File: src/rtl/hazard_scoreboard_pkg.sv
// Shared definitions for the hazard scoreboard: register-file geometry and
// a popcount helper for the pending-register count.
package hazard_scoreboard_pkg;

  localparam int REG_ADDR_WIDTH = 5;
  localparam int NUM_REGS       = 1 << REG_ADDR_WIDTH;

  typedef logic [REG_ADDR_WIDTH:0] pend_cnt_t;

  function automatic pend_cnt_t popcount(input logic [NUM_REGS-1:0] vec);
    pend_cnt_t n;
    n = '0;
    for (int i = 0; i < NUM_REGS; i++) begin
      n = n + pend_cnt_t'(vec[i]);
    end
    return n;
  endfunction

endpackage

File: src/rtl/hazard_entry.sv
// One scoreboard slot: a pending bit and a latency countdown.
// An accepted issue beats writeback, and writeback beats the countdown.
module hazard_entry #(
  parameter int LAT_WIDTH = 3
) (
  input  logic                 clk,
  input  logic                 rst_n,
  input  logic                 set_en,
  input  logic [LAT_WIDTH-1:0] set_lat,
  input  logic                 clr_en,
  output logic                 pending,
  output logic [LAT_WIDTH-1:0] count
);

  localparam logic [LAT_WIDTH-1:0] LAT_INF = '1;
  localparam logic [LAT_WIDTH-1:0] LAT_ONE = 1;

  logic                 pending_reg, pending_next;
  logic [LAT_WIDTH-1:0] count_reg, count_next;

  always_comb begin
    pending_next = pending_reg;
    count_next   = count_reg;
    if (set_en) begin
      // A re-issue to a pending register keeps the later of the two completions.
      pending_next = 1'b1;
      count_next   = (pending_reg && (count_reg > set_lat)) ? count_reg : set_lat;
    end else if (clr_en) begin
      pending_next = 1'b0;
      count_next   = '0;
    end else if (pending_reg && (count_reg != '0) && (count_reg != LAT_INF)) begin
      count_next = count_reg - LAT_ONE;
      if (count_reg == LAT_ONE) begin
        pending_next = 1'b0;
      end
    end
  end

  always_ff @(posedge clk or negedge rst_n) begin
    if (!rst_n) begin
      pending_reg <= 1'b0;
      count_reg   <= '0;
    end else begin
      pending_reg <= pending_next;
      count_reg   <= count_next;
    end
  end

  assign pending = pending_reg;
  assign count   = count_reg;

endmodule

File: src/rtl/hazard_scoreboard.sv
// Register scoreboard for the ID stage: flags RAW/WAW hazards against
// in-flight results and tracks how many issue cycles were stalled.
module hazard_scoreboard
  import hazard_scoreboard_pkg::*;
#(
  parameter int NUM_SRC    = 2,
  parameter int LAT_WIDTH  = 3,
  parameter int STAT_WIDTH = 32
) (
  input  logic                              clk,
  input  logic                              rst_n,
  input  logic                              issue_valid,
  input  logic                              issue_we,
  input  logic [REG_ADDR_WIDTH-1:0]         issue_rd,
  input  logic [LAT_WIDTH-1:0]              issue_lat,
  input  logic [NUM_SRC*REG_ADDR_WIDTH-1:0] src_addr,
  input  logic [NUM_SRC-1:0]                src_used,
  input  logic                              flush,
  input  logic                              wb_valid,
  input  logic [REG_ADDR_WIDTH-1:0]         wb_rd,
  input  logic                              clr_stats,
  output logic                              stall,
  output logic [NUM_SRC-1:0]                stall_src,
  output logic [REG_ADDR_WIDTH:0]           pending_cnt,
  output logic [STAT_WIDTH-1:0]             stall_cycles
);

  localparam logic [LAT_WIDTH-1:0]  LAT_INF  = '1;
  localparam logic [STAT_WIDTH-1:0] STAT_ONE = 1;

  logic [NUM_REGS-1:0]  pend_vec;
  logic [LAT_WIDTH-1:0] cnt_arr [NUM_REGS];
  logic                 waw_hit;
  logic                 accept;
  logic [STAT_WIDTH-1:0] stall_cycles_reg, stall_cycles_next;

  // x0 is hardwired, so it never gets a slot.
  assign pend_vec[0] = 1'b0;
  assign cnt_arr[0]  = '0;

  genvar gi;
  generate
    for (gi = 1; gi < NUM_REGS; gi++) begin : g_entry
      hazard_entry #(
        .LAT_WIDTH (LAT_WIDTH)
      ) u_entry (
        .clk     (clk),
        .rst_n   (rst_n),
        .set_en  (accept && (issue_rd == REG_ADDR_WIDTH'(gi))),
        .set_lat (issue_lat),
        .clr_en  (wb_valid && (wb_rd == REG_ADDR_WIDTH'(gi))),
        .pending (pend_vec[gi]),
        .count   (cnt_arr[gi])
      );
    end

    for (gi = 0; gi < NUM_SRC; gi++) begin : g_src
      assign stall_src[gi] = src_used[gi]
                           && (src_addr[gi*REG_ADDR_WIDTH +: REG_ADDR_WIDTH] != '0)
                           && pend_vec[src_addr[gi*REG_ADDR_WIDTH +: REG_ADDR_WIDTH]];
    end
  endgenerate

  // Only an unknown-latency producer blocks a later writer; finite ones are merged.
  assign waw_hit = issue_we && (issue_rd != '0) && pend_vec[issue_rd]
                && (cnt_arr[issue_rd] == LAT_INF);

  assign stall  = issue_valid && !flush && ((|stall_src) || waw_hit);
  assign accept = issue_valid && issue_we && (issue_rd != '0) && (issue_lat != '0)
               && !stall && !flush;

  assign pending_cnt = popcount(pend_vec);

  always_comb begin
    stall_cycles_next = stall_cycles_reg;
    if (clr_stats) begin
      stall_cycles_next = '0;
    end else if (stall && (stall_cycles_reg != '1)) begin
      stall_cycles_next = stall_cycles_reg + STAT_ONE;
    end
  end

  always_ff @(posedge clk or negedge rst_n) begin
    if (!rst_n) begin
      stall_cycles_reg <= '0;
    end else begin
      stall_cycles_reg <= stall_cycles_next;
    end
  end

  assign stall_cycles = stall_cycles_reg;

endmodule

File: config.mk
export PLATFORM = sky130hd
export DESIGN_NAME = hazard_scoreboard
export DESIGN_NICKNAME = d
export VERILOG_FILES = /design/src/rtl/hazard_scoreboard_pkg.sv /design/src/rtl/hazard_entry.sv /design/src/rtl/hazard_scoreboard.sv
export SDC_FILE = /design/constraint.sdc
export NUM_CORES = 1
export LEC_CHECK = 0
export BUFFER_PORTS_ARGS = -buffer_cell sky130_fd_sc_hd__buf_2
export CAP_MARGIN = 20
export CORE_MARGIN = 2
export CORE_UTILIZATION = 55
export DETAILED_ROUTE_END_ITERATION = 7
export GPL_ROUTABILITY_DRIVEN = 0
export HOLD_SLACK_MARGIN = 0.06
export PLACE_DENSITY = 0.83
export SYNTH_ARGS = -nofsm -noshare
export SYNTH_HDL_FRONTEND = slang
export SYNTH_HIERARCHICAL = 1
export SYNTH_SLANG_ARGS = --single-unit
export TNS_END_PERCENT = 50
File: constraint.sdc
create_clock -name clk -period 5 [get_ports clk]
set_input_delay 0.25 -clock clk [delete_from_list [all_inputs] [get_ports clk]]
set_output_delay 0.25 -clock clk [all_outputs]
set_load 0.1 [all_outputs]
==> impl_results.md <==
- Complex-gate fraction of the synthesized area: 0.1566
- Area growth, synth to finish: 10.60%
- DRC: 10
- MaxCap Viol Count: 0
- Switch Pwr: roughly 5600 µW
- Worst Reg-to-Reg Cells: 13
- Global-route wire length before repair: 71,430 µm
- Antenna violations before repair: 2
- Status: complete, but fails checks
- Synth Area in Simple Gates: 0.1321
- Max Slew Vio Count: 0
- Tmin final: 5.560 ns
- Slowest-stage cell, CP: fa_1
- XOR/XNOR share of the synthesized area: 0.02725
- Die Y: 173.2 µm
- Number of synthesized flops with an enable pin: 0
- Die ar.: 30,010 µm²
- Worst setup path startpoint: g_entry[1].u_entry/pending$_DFFE_PN0P_
- Synth Cell Area: 15,750 µm²
- RSZ-0062 raised after global routing: true
- Relative slew margins: 0.3063
- CP bufs+invs: 4
- Failing checks: DRC, setup timing
- Worst-case clock skew: 0.01857 ns
- Drt wl/cell: 20.47 µm
- Int Pwr: 5244 µW
- Synth warn: 6
- Final period utilization: 1.112
- Setup violators final: 5
- CTS root buf: clkbuf_16
- Register area share after synthesis: 0.2479
- Clock sinks: 156
- First-pass DRT Iterations: 8
- Critical path required time: 4.75 ns
- FMAX: 179.9 MHz
- Grt ovf: 0
- Static Leak: 0.008261 µW
- Count of state elements after synthesis: between 150 and 200
- Number of global-route vias before repair: roughly 14,000
- Distinct cells, synth: between 60 and 70
- Worst path arrival time: between 5 and 6 ns
- Crit path kind: reg -> out
- Most used cell, CP: fa_1
- Max reg flops: 93
- Routed Antenna Nets: 0
- Core Area: 28,010 µm²
- TritonCTS buffer count: 17
- CTS H-tree depth: 4
- Top cell type's share of synthesized area: 0.2479
- Hold Fails Final Rpt: 0
- CP cell instances: fa_1, inv_2, fa_2, fa_1, fa_1, fa_1, fa_1, fa_1, inv_2, fa_2, a21o_1, a21oi_2, buf_4, xnor2_4, buf_12
- Comb power frac: 0.664
- Start of the worst register-to-register path: g_entry[18].u_entry/pending$_DFFE_PN0P_
- Clk slew on worst S/H paths: 0.08 ns
- DR vias: 13,830
- Total Wirelength: 44,650 µm
- Slew @ Worst Pin: 1.033 ns
- Clk pwr share: 0.124
- Longest Clk Path Bufs: 2
- Mapped Cells: 1,698
- Worst-Skew Late Latency: between 0.4 and 0.5 ns
- Sw Ratio: 0.5185
- GRT Resource Usage Total: 0.2963
- Vias per Instance: 6.341
- Syn Nets: ~2,000
- CTS tree: built
- Reg-to-reg critical path endpoint: g_entry[19].u_entry/count[1]$_DFFE_PN0P_
- CP Depth: 15
- Core Util, Final: 0.6219
- Async SR Flop Fraction: 1.000
- Max stage delay on crit path: 0.58 ns
- Setup crit end: pending_cnt[4]
- PD cells: 625.3 nW/µm²
- CP Capture Type: output port
- Syn Area/Cell: around 9.3 µm²
- R2R setup slack: between 0.9 and 1 ns
- Post-Synth Adder-Cell Area: 0.2080
- Number of I/O pins: 73
- Mux cell area share after synthesis: 0.1494
- Setup ws final: -0.5598 ns
- Post-CTS setup buffers: 0
- DR iter-0 viols: 1,742
- Main area contributors after synthesis: dfrtp_1 25%, ha_1 18%, mux2i_1 9.0%, inv_1 5.6%, a21oi_1 4.6%
- Setup Slack @ Placement: -0.1658 ns
- Largest net degree at the start of global routing: 71
- Number of I/O port buffers: around 70
- Synth area leader: dfrtp_1
- Peak supply drop: ~0.0012 V
- Family with the most delay on the worst path: adder cells
- Dpl hpwl: 32,130 µm
- Ys flop type: dfrtp_1
- Largest family of logic cells by synthesized area: adder cells
- Hold path depth: 2
- Final #Nets: between 2,000 and 2,500
- Startpoint types: register
- Row Count: 61
- Share of layout cells above drive strength 1: 0.1565
- Die Width: 173.2 µm
- Initial Util: 0.5623
- Type of the tightest min-delay check: in -> reg
- Flop pwr share: 0.212
- Crit Path Max Fanout: 2
[cell families (layout without fill, tap and decap cells)]
| logic type | Yosys count | after routing |
|---|---|---|
| flip-flops | 156 | 156 |
| XOR/XNOR | 49 | 49 |
| AO/OA/AOI/OAI | 343 | 343 |
| buffers and inverters | 295 | 399 |
| adder cells (fa/ha/maj) | 248 | 248 |
| AND/OR/NAND/NOR | 423 | 423 |
| other | 0 | 1 |
| multiplexers | 184 | 184 |
[placed cells by master, fill, tap and decap left out, types with 40 or more instances in the layout]
master,Yosys,final
nor3_1,103,103
nand2b_1,40,40
xnor2_1,46,45
inv_1,233,230
buf_2,6,66
ha_1,225,225
a21oi_1,145,144
nor2_1,146,146
mux2i_1,141,141
o21ai_0,73,73
buf_4,2,59
dfrtp_1,156,155
[final cells by class]
cell class                      instances  area (µm²)
Clock inverter                         15       155.1
Antenna cell                            1       2.502
Timing Repair Buffer                  134       917.1
Fill cell                            2167       10590
Clock buffer                           17       425.4
Multi-Input combinational cell       1247       10670
Inverter                              233       874.6
Tap cell                              378       473.0
Sequential cell                       156        3905
[power by group through the flow]
stage               sequential, µW  clock (µW)  combinational (µW)
floorplan                     2120           0                4590
global placement              2280           0                6460
detailed placement            2310           0                6840
CTS                           2290        1360                7120
global route                  2370        1420                7790
finish                        2310        1350                7230
[how the worst min path moves through the flow]
| stage | from | endpoint | slack, ns |
|---|---|---|---|
| 6_report | clr_stats | stall_cycles[3]$_DFFE_PN0P_ | 0.30 |
| 5_1_grt | clr_stats | stall_cycles[3]$_DFFE_PN0P_ | 0.31 |
| 4_1_cts | clr_stats | stall_cycles[11]$_DFFE_PN0P_ | 0.30 |
| 3_5_place_dp | rst_n | stall_cycles[27]$_DFFE_PN0P_ | 0.30 |
| 3_3_place_gp | rst_n | stall_cycles[29]$_DFFE_PN0P_ | 0.29 |
| 2_1_floorplan | rst_n | g_entry[10].u_entry/count[0]$_DFFE_PN0P_ | -0.05 |
[worst reg2reg max path, stage by stage (launching register included)]
cell and delay, ns:
dfrtp_1 0.40, buf_4 0.18, mux4_2 0.49, mux4_2 0.53, nand3_1 0.11, nand2_1 0.19, a211oi_4 0.32, o311a_2 0.31
nand4_1 0.38, nor2_1 0.29, buf_4 0.20, a211oi_2 0.06, a41oi_2 0.31, mux2i_1 0.24
[cells in the mapped netlist (2+ instances only)]
| cell type | n |
|---|---|
| inv_1 | 233 |
| ha_1 | 225 |
| dfrtp_1 | 156 |
| nor2_1 | 146 |
| a21oi_1 | 145 |
| mux2i_1 | 141 |
| nor3_1 | 103 |
| o21ai_0 | 73 |
| xnor2_1 | 46 |
| nand2b_1 | 40 |
| a31oi_1 | 34 |
| nand2_1 | 33 |
| nand3_1 | 32 |
| a211oi_2 | 31 |
| a41oi_2 | 31 |
| clkbuf_2 | 31 |
| mux4_2 | 30 |
| fa_1 | 23 |
| clkbuf_1 | 12 |
| nand4_1 | 10 |
| or3_1 | 10 |
| nor4_1 | 9 |
| mux4_1 | 8 |
| buf_6 | 7 |
| nor2b_1 | 7 |
| buf_2 | 6 |
| o31ai_1 | 6 |
| or4_1 | 6 |
| a22oi_1 | 5 |
| and3_1 | 5 |
| nand3b_1 | 5 |
| mux2_2 | 4 |
| a21o_1 | 3 |
| nand4b_1 | 3 |
| o211ai_1 | 3 |
| xor2_1 | 3 |
| a221oi_1 | 2 |
| and2_0 | 2 |
| and2_1 | 2 |
| and4_1 | 2 |
| buf_1 | 2 |
| buf_4 | 2 |
| nor4b_1 | 2 |
[layer usage]
layer / global-route usage / wire length [µm] / vias up
met2: 0.4773 / 20360 / 785
met5: 0 / 0 / -
met4: 0.1458 / 2431 / 0
met1: 0.3739 / 17110 / 6622
li1: - / - / 6189
met3: 0.07149 / 4750 / 234
[stage by stage]
stage | hold slack (ns) | instances | instance area (µm²) | TNS (ns) | power [µW]
global placement | 0.2929 | 2146 | 16800 | -0.09842 | 8736
finish | 0.3035 | 2181 | 17420 | -2.218 | 10890
CTS | 0.2953 | 2179 | 17410 | -2.292 | 10770
detailed placement | 0.2958 | 2146 | 16800 | -0.3412 | 9145
floorplan | -0.04559 | 1698 | 15800 | -0.4590 | 6718
global route | 0.3141 | 2181 | 17420 | -2.760 | 11580
[repair_timing]
item / 4_1_cts / 5_1_grt
gates resized for setup: 6 / 3
hold endpoints to repair: 68 / 0
pin swaps: 8 / 0
hold buffers: 1 / 0
endpoints found under the setup margin: 6 / 6
Power figures use the tool's default switching activity.
